### src/rtl/operand_entry_pkg.sv
// Shared encodings for the operand-entry front end: FSM states, ALU operation codes
// and the operand/operation field widths.
package operand_entry_pkg;

   localparam int DATA_W = 3;
   localparam int SEL_W  = 2;

   typedef enum logic [1:0] {
      S_A     = 2'b00,
      S_B     = 2'b01,
      S_OP    = 2'b10,
      S_ISSUE = 2'b11
   } state_t;

   typedef enum logic [SEL_W-1:0] {
      SEL_ADD = 2'b00,
      SEL_SUB = 2'b01,
      SEL_MUL = 2'b10,
      SEL_REM = 2'b11
   } sel_t;

endpackage

### src/rtl/btn_debounce.sv
// Button conditioner: 2-flop synchronizer, stable-count debouncer and a registered
// one-cycle pulse on each accepted 0->1 transition of the debounced level.
module btn_debounce #(
   parameter int DEBOUNCE_CYCLES = 50000
) (
   input  logic clk,
   input  logic rst_n,
   input  logic btn,
   output logic press
);

   localparam int CNT_W = (DEBOUNCE_CYCLES > 2) ? $clog2(DEBOUNCE_CYCLES) : 1;
   localparam logic [CNT_W-1:0] CNT_LAST = CNT_W'(DEBOUNCE_CYCLES - 1);

   logic [1:0]       sync_q;
   logic             level;
   logic             level_q;
   logic [CNT_W-1:0] cnt;

   // The counter only advances while the synchronized input disagrees with the
   // accepted level; the last disagreeing sample flips the level.
   always_ff @(posedge clk or negedge rst_n) begin
      if (!rst_n) begin
         sync_q  <= 2'b00;
         level   <= 1'b0;
         level_q <= 1'b0;
         cnt     <= '0;
         press   <= 1'b0;
      end else begin
         sync_q  <= {sync_q[0], btn};
         level_q <= level;
         press   <= level & ~level_q;
         if (sync_q[1] != level) begin
            if (cnt == CNT_LAST) begin
               level <= sync_q[1];
               cnt   <= '0;
            end else begin
               cnt <= cnt + 1'b1;
            end
         end else begin
            cnt <= '0;
         end
      end
   end

endmodule

### src/rtl/operand_entry.sv
// Operand entry FSM: collects two operands and an operation code from switches on
// debounced Enter presses, then presents them to the ALU under a valid/ready handshake.
module operand_entry
   import operand_entry_pkg::*;
#(
   parameter int DEBOUNCE_CYCLES = 50000
) (
   input  logic              clk,
   input  logic              rst_n,
   input  logic [DATA_W-1:0] dataSw,
   input  logic [SEL_W-1:0]  opSw,
   input  logic              btnEnter,
   input  logic              btnClear,
   input  logic              opReady,
   output logic [DATA_W-1:0] num1,
   output logic [DATA_W-1:0] num2,
   output logic [SEL_W-1:0]  sel,
   output logic              opValid,
   output logic [1:0]        stage
);

   state_t state;
   logic   enter_pulse;
   logic   clear_pulse;

   btn_debounce #(.DEBOUNCE_CYCLES(DEBOUNCE_CYCLES)) u_enter (
      .clk   (clk),
      .rst_n (rst_n),
      .btn   (btnEnter),
      .press (enter_pulse)
   );

   btn_debounce #(.DEBOUNCE_CYCLES(DEBOUNCE_CYCLES)) u_clear (
      .clk   (clk),
      .rst_n (rst_n),
      .btn   (btnClear),
      .press (clear_pulse)
   );

   // Clear takes priority over everything, including a handshake completing in
   // S_ISSUE: both end in S_A, so the handshake still counts as done.
   always_ff @(posedge clk or negedge rst_n) begin
      if (!rst_n) begin
         state   <= S_A;
         num1    <= '0;
         num2    <= '0;
         sel     <= SEL_ADD;
         opValid <= 1'b0;
      end else if (clear_pulse) begin
         state   <= S_A;
         num1    <= '0;
         num2    <= '0;
         sel     <= SEL_ADD;
         opValid <= 1'b0;
      end else begin
         case (state)
            S_A: if (enter_pulse) begin
               num1  <= dataSw;
               state <= S_B;
            end
            S_B: if (enter_pulse) begin
               num2  <= dataSw;
               state <= S_OP;
            end
            S_OP: if (enter_pulse) begin
               sel     <= opSw;
               state   <= S_ISSUE;
               opValid <= 1'b1;
            end
            S_ISSUE: if (opReady) begin
               state   <= S_A;
               opValid <= 1'b0;
            end
            default: begin
               state   <= S_A;
               opValid <= 1'b0;
            end
         endcase
      end
   end

   assign stage = state;

endmodule

### config.mk
export PLATFORM = sky130hd
export DESIGN_NAME = operand_entry
export DESIGN_NICKNAME = d
export VERILOG_FILES = /design/src/rtl/operand_entry_pkg.sv /design/src/rtl/btn_debounce.sv /design/src/rtl/operand_entry.sv
export SDC_FILE = /design/constraint.sdc
export NUM_CORES = 1
export LEC_CHECK = 0
export BUFFER_PORTS_ARGS = -buffer_cell sky130_fd_sc_hd__buf_2
export CORE_MARGIN = 4
export CORE_UTILIZATION = 53
export DETAILED_ROUTE_END_ITERATION = 7
export PLACE_DENSITY = 0.73
export SYNTH_ARGS = -nofsm -noshare
export SYNTH_HDL_FRONTEND = slang
export SYNTH_SLANG_ARGS = --single-unit
### constraint.sdc
create_clock -name clk -period 1.8 [get_ports clk]
set_input_delay 0.18 -clock clk [delete_from_list [all_inputs] [get_ports clk]]
set_output_delay 0.18 -clock clk [all_outputs]
set_load 0.01 [all_outputs]
# == Word-level counts from Yosys, hierarchy flattened ==
# Cells that the tools add are included.
# W data, S select, Z words.
# totals
register_bits,53
out_inout_bits,11
# op_classes
add_sub_neg,2
n_eq_ne,11
reduce_logical,13
muxes,22
bitwise_logic,4
# ops
operator,n
$mux W16,4
$add A16 B1 Y16 const B,2
$eq A16 B16 Y1 const B,2
$mux W2,8
$mux W3,5
$reduce_and A2 Y1,5
$ne A3 B1 Y1 const B,3
$pmux W2 S4,1
$reduce_bool A2 Y1,4
$eq A2 B2 Y1 const B,2
$reduce_and A4 Y1,1
$mux W1,3
$ne A3 B2 Y1 const B,1
$reduce_and A3 Y1,1
$reduce_bool A3 Y1,1
$and A1 B1 Y1,2
$eq A2 B1 Y1 const B,1
$logic_not A2 Y1,1
$ne A1 B1 Y1,2
$not A1 Y1,2
$pmux W1 S2,1

# == Longest topological paths before layout ==
# Gate-level depths: netlist (run 1).
# depth
word_depth,3
ltp_mapped,6

# == Cells and area by module ==
# A second synthesis (run 1) with hierarchy kept.
# hier_totals
hier_cells,236
area_unflattened_um2,2571.2
# modules_own_cells
module,cells_per_inst,area_per_inst_um2,seq_area_each_um2,n_inst
btn_debounce,86,993.5,525.5,2
operand_entry,64,584.3,275.3,1

# == Least setup slack after synthesis (run 1) ==
# No wires, ideal clock.
# synth_timing
kind,register to register
startpoint,register u_clear.cnt[5]
endpoint,register u_clear.level
arrival_ns,1.770
path_slack_ns,-0.095
period_less_slack_ns,1.895
path_stages_with_launch,4
cell_sequence,dfrtp_1 or4b_1 or4_4 mux2_4
# synth_between
elab_chain_cells,2
# synth_rtl
item,line_no,source
start: declaration,btn_debounce.sv:18,logic [CNT_W-1:0] cnt;
start signal: assignment,btn_debounce.sv:38,cnt <= cnt + 1'b1;
$eq A16 B16 Y1,btn_debounce.sv:34,if (cnt == CNT_LAST) begin
$reduce_and A2 Y1 (no line),-,
end signal: assignment,btn_debounce.sv:35,level <= sync_q[1];
end: declaration,btn_debounce.sv:16,logic level;
# Every way passes these cells.
# A chain may end at the register's enable or synchronous reset.

# == Worst setup path in the final report (run 1) ==
# layout_timing
startpoint,register u_clear.cnt[10]
endpoint,register u_clear.level
# Same word-level chain as after synthesis.

==> flow_summary_export.csv, run 1 <==
group,metric,value,unit
critical_path,r2r.worst_path.cells,3,
power,pwr-share-comb,4.5,%
global_routing,antenna_found_initial,0,
synthesis,synthArstFlopShare,100,%
status,violations,"negative setup slack",
timing,worst_slack,-0.0946,ns
synthesis,synth_top_cell_by_area,"dfrtp_1",
timing,tns,-1.33,ns
final_layout,num_antenna_cells,0,
timing,max_slew_margin,54.1,%
job,cap_violations,0,
drt,viasPerCell,5.42,
critical_path,endpoint,"u_clear.level",
power,peakVddDrop,0.548,mV
timing,rsz0062_at_grt,"true",
synthesis,synthTopCellsByArea,"dfrtp_1, xnor2_1, nor2_1",
placement,dp_hpwl,2960,um
final_layout,drive_gt1_share,23.7,%
clock_tree,cts_tree,"yes",
clock_tree,cts_buffer_depth,2,
timing,worst_clock_skew,0.00908,ns
floorplanning,num_rows,24,
synthesis,yosysSeqAreaShare,54.6,%
power,seqPwrFrac,57.8,%
clock_tree,root_buffer,"clkbuf_8",
synthesis,synth_fp_nets,248,
floorplanning,fp.dieW,75.7,um
synthesis,yosysTopAreaCellShare,54.6,%
floorplanning,start_util,55.5,%
clock_tree,clock-sinks,53,
clock_tree,numCtsBuffers,5,
critical_path,critPathLaunch,"u_clear.cnt[10]",
final_layout,final_cell_mix,"dfrtp_1, nor2_1, nand2_1, buf_2, xnor2_1",
critical_path,start_kind,"flip-flop",
drt,drt_wl_total,4410,um
global_routing,grt_pass1_vias,1656,
drt,vias,1794,
synthesis,avgSynthCellArea,10.5,um2
global_routing,grt_pass1_wl,7580,um
timing,hold_ws,0.109,ns
power,p_sw_share,21.1,%
critical_path,crit_path_end_kind,"flip-flop",
drt,ant_nets,0,
placement,gp_congestion,0.805,
synthesis,synth_edf_count,0,
drt,routedWlPerCell,13.3,um
critical_path,cp_max_fo,4,
timing,min_period_over_period,105,%
worst_hold_path,hold_path_class,"primary input to flip-flop",
final_layout,layout_commonest_cell,"dfrtp_1",
power,clkPwrFrac,37.7,%
drt,drcViolationCount,0,
timing,hold_viol_final,0,
timing,finalSetupViolCount,17,
floorplanning,io_pins,21,
clock_tree,h-tree-depth,2,
timing,slew_violations,0,
power,total_power,0.00211,W
critical_path,reg2reg_from,"u_clear.cnt[10]",
synthesis,ys.flop_type,"dfrtp_1",
final_layout,synthToLayoutAreaGrowth,20.8,%
synthesis,synth.yosys.warnings,0,
critical_path,worstPathArrival,2.09,ns
global_routing,grt_max_degree,54,
power,p_int,0.00166,W
critical_path,crit_required,2.00,ns
critical_path,critPathKind,"flip-flop to flip-flop",
global_routing,overflow,0,
clock_tree,cts.clk_slew.worst_paths,0.09,ns
synthesis,synthesis.area,2430,um2
global_routing,grt_usage,17.2,%
synthesis,ys_seq_elements,53,
status,status,"finished, violations left",
synthesis,synth_cell_types,36,
clock_tree,clk_latency,0.30,ns
timing,fin_crit,1.89,ns
placement,place.port_buffers,20,
floorplanning,core,4380,um2
timing,fmax,528,MHz
critical_path,rrSetupSlack,-0.09,ns
power,leakagePower,1.27,nW
synthesis,synth_cells,232,
drt,drt_first_pass_iters,4,
power,p_per_area,717,nW/um2
drt,first_iter_violations,129,
final_layout,nNetsFinal,294,
timing,tightest_slew,0.686,ns
critical_path,reg2reg_to,"u_clear.level",
power,switching_power,0.000445,W
floorplanning,dieArea,5730,um2
floorplanning,die_h,75.7,um
-- critical path, stage by stage (launching register included) --
cell and delay [ns]:
dfrtp_1 0.38, or4b_4 0.54, or4_4 0.57, mux2_4 0.31
-- power groups by stage --
stage          Combinational, W  Clock [W]  Sequential (W)
5_1_grt                0.000108   0.000867         0.00122
3_5_place_dp          0.0000841          0         0.00124
2_1_floorplan         0.0000317          0         0.00124
3_3_place_gp          0.0000843          0         0.00124
6_report              0.0000947   0.000793         0.00122
4_1_cts               0.0000960   0.000808         0.00122
-- Yosys cell counts (2+ instances only) --
cell	instances
clkbuf_1	2
o31ai_1	2
xor2_1	10
or3_1	2
nor3_1	8
nand4_1	10
nor2_1	36
ha_1	6
xnor2_1	19
and4_1	2
inv_1	6
nor2b_1	2
or4_1	2
nand3_1	18
a21oi_1	10
nor4_1	5
nand2_1	20
mux2_2	2
dfrtp_1	53
-- cell families (layout without fill, tap and decap cells) --
group                      count (synthesis)  in the layout  share of synthesized area, %
and+or+nand+nor                          115            116                          24.1
DFF                                       53             53                          54.6
xor gates and xnor gates                  29             29                          10.4
AOI/OAI and AO/OA                         15             15                          3.91
buffers and inverters                     10             56                          1.90
adders and majority gates                  6              6                          3.09
muxes                                      4              4                          1.96
-- worst min-delay path by stage --
stage / start / to / slack, ns / cells after the start
global placement: rst_n / u_clear.cnt[3] / 0.19 / 2
finish: opSw[0] / sel[0] / 0.11 / 3
global route: dataSw[0] / num1[0] / 0.12 / 3
floorplan: rst_n / num1[0] / -0.12 / 0
detailed placement: rst_n / u_clear.cnt[0] / 0.19 / 2
CTS: opSw[0] / sel[0] / 0.10 / 3
-- timing repair --
action / 4_1_cts / 5_1_grt
gates resized for setup: 9 / 5
buffers inserted: 3 / 1
endpoints found under the hold margin: 55 / 0
gates cloned: 1 / 0
hold buffers: 3 / 0
endpoints found under the setup margin: 16 / 29
pin swaps: 4 / 2
-- state kept, by name, summed over array words and instances (netlist names), 2 cells and up --
register / cells
sel: 2
num2: 3
num1: 3
u_enter.cnt: 16
u_enter.sync_q: 2
u_clear.sync_q: 2
u_clear.cnt: 16
stage: 2
-- stage by stage --
stage,instances,instance area (um2),util (%),worst slack (ns)
floorplan,232,2430,-,-0.0886
global placement,315,2700,61.5,-0.0598
detailed placement,315,2700,61.5,-0.0787
CTS,330,2910,66.3,-0.0795
global route,331,2940,67.0,-0.123
finish,331,2940,67.0,-0.0946
-- cell type report --
cell class | count | area (um2)
Inverter | 6 | 22.5
Clock inverter | 2 | 38.8
Timing Repair Buffer | 42 | 293
Tap cell | 52 | 65.1
Multi-Input combinational cell | 170 | 1120
Fill cell | 356 | 1450
Sequential cell | 53 | 1330
Clock buffer | 6 | 72.6
-- layer usage --
metal  vias to the layer above  share of wire, %  GRT usage (%)
li1                        900                 -              -
met5                         -                 0              0
met2                        32                46           26.3
met4                         0               1.0           4.08
met1                       857                48           24.7
met3                         5               4.3           4.22
Power figures use the tool's default switching activity.
==> run 2: changes to the inputs <==
--- a/config.mk
+++ b/config.mk
@@ -9,7 +9,7 @@
 export CORE_MARGIN = 4
 export CORE_UTILIZATION = 53
 export DETAILED_ROUTE_END_ITERATION = 7
-export PLACE_DENSITY = 0.73
+export PLACE_DENSITY_LB_ADDON = 0.15
 export SYNTH_ARGS = -nofsm -noshare
 export SYNTH_HDL_FRONTEND = slang
 export SYNTH_SLANG_ARGS = --single-unit
==> run 2 against run 1 <==
  * The run still ends with negative setup slack left
  * Power down 9.7%
  * Design area shrank 3.9%
  * Hold slack improved by 0.011 ns
  * First-iteration DRC count down 81%
  * Via count is 3.7% lower
  * Non-clock buffer count is 2 lower
  * Combinational power decreased by 12%
  * Register-to-register slack about the same
  * Largest power group unchanged
==> flow_summary_export.csv, run 2 (same netlist as run 1, synthesis figures left out) <==
group,metric,value,unit
timing,max_slew_margin,65.5,%
clock_tree,h-tree-depth,2,
drt,vias,1728,
clock_tree,clock-sinks,53,
timing,worst_clock_skew,0.00411,ns
drt,met3_length,171,um
critical_path,cp_max_fo,3,
drt,top_layer,"met4",
floorplanning,fp.dieW,75.7,um
floorplanning,core,4380,um2
timing,fin_crit,1.89,ns
critical_path,crit_required,1.99,ns
critical_path,critical_path.slowest_cell,"or4_4",
clock_tree,post-cts-setup-buffer-count,0,
drt,drcViolationCount,0,
drt,ant_nets,0,
critical_path,start_kind,"flip-flop",
clock_tree,clk_latency,0.30,ns
floorplanning,dieArea,5730,um2
floorplanning,die_h,75.7,um
timing,finalSetupViolCount,16,
drt,drt_wl_total,4210,um
job,cap_violations,0,
final_layout,reg_top3,"u_clear.cnt: 16 flops, u_enter.cnt: 16 flops",
timing,min_period_over_period,105,%
placement,gp_congestion,0.789,
global_routing,grt_usage,16.2,%
critical_path,worstPathArrival,2.08,ns
drt,routedWlPerCell,12.9,um
drt,first_iter_violations,25,
global_routing,antenna_found_initial,0,
critical_path,max_stage_delay,0.57,ns
final_layout,layout_commonest_cell,"dfrtp_1",
drt,wl_met2,1850,um
placement,dp_hpwl,3090,um
final_layout,multi_input_area,1060,um2
clock_tree,numCtsBuffers,5,
status,status,"finished, violations left",
timing,tns,-0.358,ns
final_layout,ff_latch_area,1330,um2
drt,viasPerCell,5.30,
critical_path,critPathKind,"flip-flop to flip-flop",
final_layout,fin_cells,326,
floorplanning,start_util,55.5,%
status,violations,"negative setup slack",
power,p_per_area,674,nW/um2
global_routing,overflow,0,
final_layout,drive_gt1_share,19.3,%
timing,slew_violations,0,
final_layout,num-fill-cells,362,
power,peakVddDrop,0.449,mV
clock_tree,cts.clk_slew.worst_paths,0.08,ns
final_layout,final_cell_mix,"dfrtp_1, nor2_1, nand2_1, buf_2, xnor2_1",
timing,fmax,529,MHz
placement,dp.cells,317,
timing,rsz0062_at_grt,"true",
power,leakagePower,1.24,nW
timing,hold_viol_final,0,
floorplanning,num_rows,24,
global_routing,grt_pass1_vias,1612,
placement,place.port_buffers,20,
final_layout,num_antenna_cells,0,
global_routing,grt_max_degree,32,
drt,drt_first_pass_iters,4,
drt,wl_met1,2120,um
clock_tree,cts_tree,"yes",
worst_hold_path,hold_path_class,"primary input to flip-flop",
timing,hold_ws,0.120,ns
final_layout,synthToLayoutAreaGrowth,16.1,%
timing,worst_slack,-0.0888,ns
clock_tree,cts_buffer_depth,2,
final_layout,nNetsFinal,291,
timing,tightest_slew,0.518,ns
critical_path,crit_path_end_kind,"flip-flop",
clock_tree,root_buffer,"clkbuf_8",
global_routing,grt_pass1_wl,7100,um
critical_path,crit_chain,"or4b_1 -> or4_4 -> mux2_4",
floorplanning,io_pins,21,
run 2: cell types whose count changed in the layout (fill, tap and decap cells not counted), sizes merged:
cell    delta
clkbuf     -1
nand2      -1
bufinv     -1
buf        -2
run 2: area by class of cell:
class,count,area share (%)
well taps,52,2.30
clock buffers,5,2.44
repair buffers,40,9.57
flip-flops and latches,53,47.0
inverters,6,0.798
clock inverters,1,0.177
multi-input cells,169,37.7
run 2: layer usage:
layer  vias up  GRT usage (%)
li1        891              -
met1       807           22.6
met2        24           24.6
met3         6           3.56
met4         0           6.80
met5         -              0
run 2: timing repair:
action,4_1_cts,5_1_grt
setup endpoints to repair,17,19
pin swaps,1,1
endpoints found under the hold margin,24,0
hold buffers,3,0
gates resized for setup,0,1
run 2: critical path, delay by kind of cell, from the launching register on:
family	cells	cell delay [ns]
multiplexers	1	0.31
AND/OR/NAND/NOR	2	1.10
flip-flops	1	0.38
run 2: stage by stage:
| step | util [%] | total power [W] | cell area (um2) | setup slack (ns) |
|---|---|---|---|---|
| CTS | 64.2 | 0.00193 | 2820 | -0.0869 |
| finish | 64.4 | 0.00190 | 2820 | -0.0888 |
| global placement | 61.9 | 0.00132 | 2710 | -0.0790 |
| floorplan | - | 0.00127 | 2430 | -0.0886 |
| global route | 64.4 | 0.00200 | 2820 | -0.127 |
| detailed placement | 61.9 | 0.00132 | 2710 | -0.0881 |
run 2: worst paths after layout:
path                                   start                 to  slack, ns  cells past startpoint
hold reg to reg            u_enter.sync_q[0]  u_enter.sync_q[1]       0.35                      0
hold / removal                       opSw[0]             sel[0]       0.12                      3
min in group asynchronous              rst_n     u_enter.cnt[4]       0.38                      2
setup reg to reg              u_clear.cnt[5]      u_clear.level      -0.09                      3
setup / recovery              u_clear.cnt[5]      u_clear.level      -0.09                      3
max in group asynchronous              rst_n     u_clear.cnt[9]       0.88                      3
run 2: power by group:
group,switching [W],internal (W)
Combinational,0.0000495,0.0000339
Clock,0.000344,0.000256
Sequential,0.0000134,0.00120
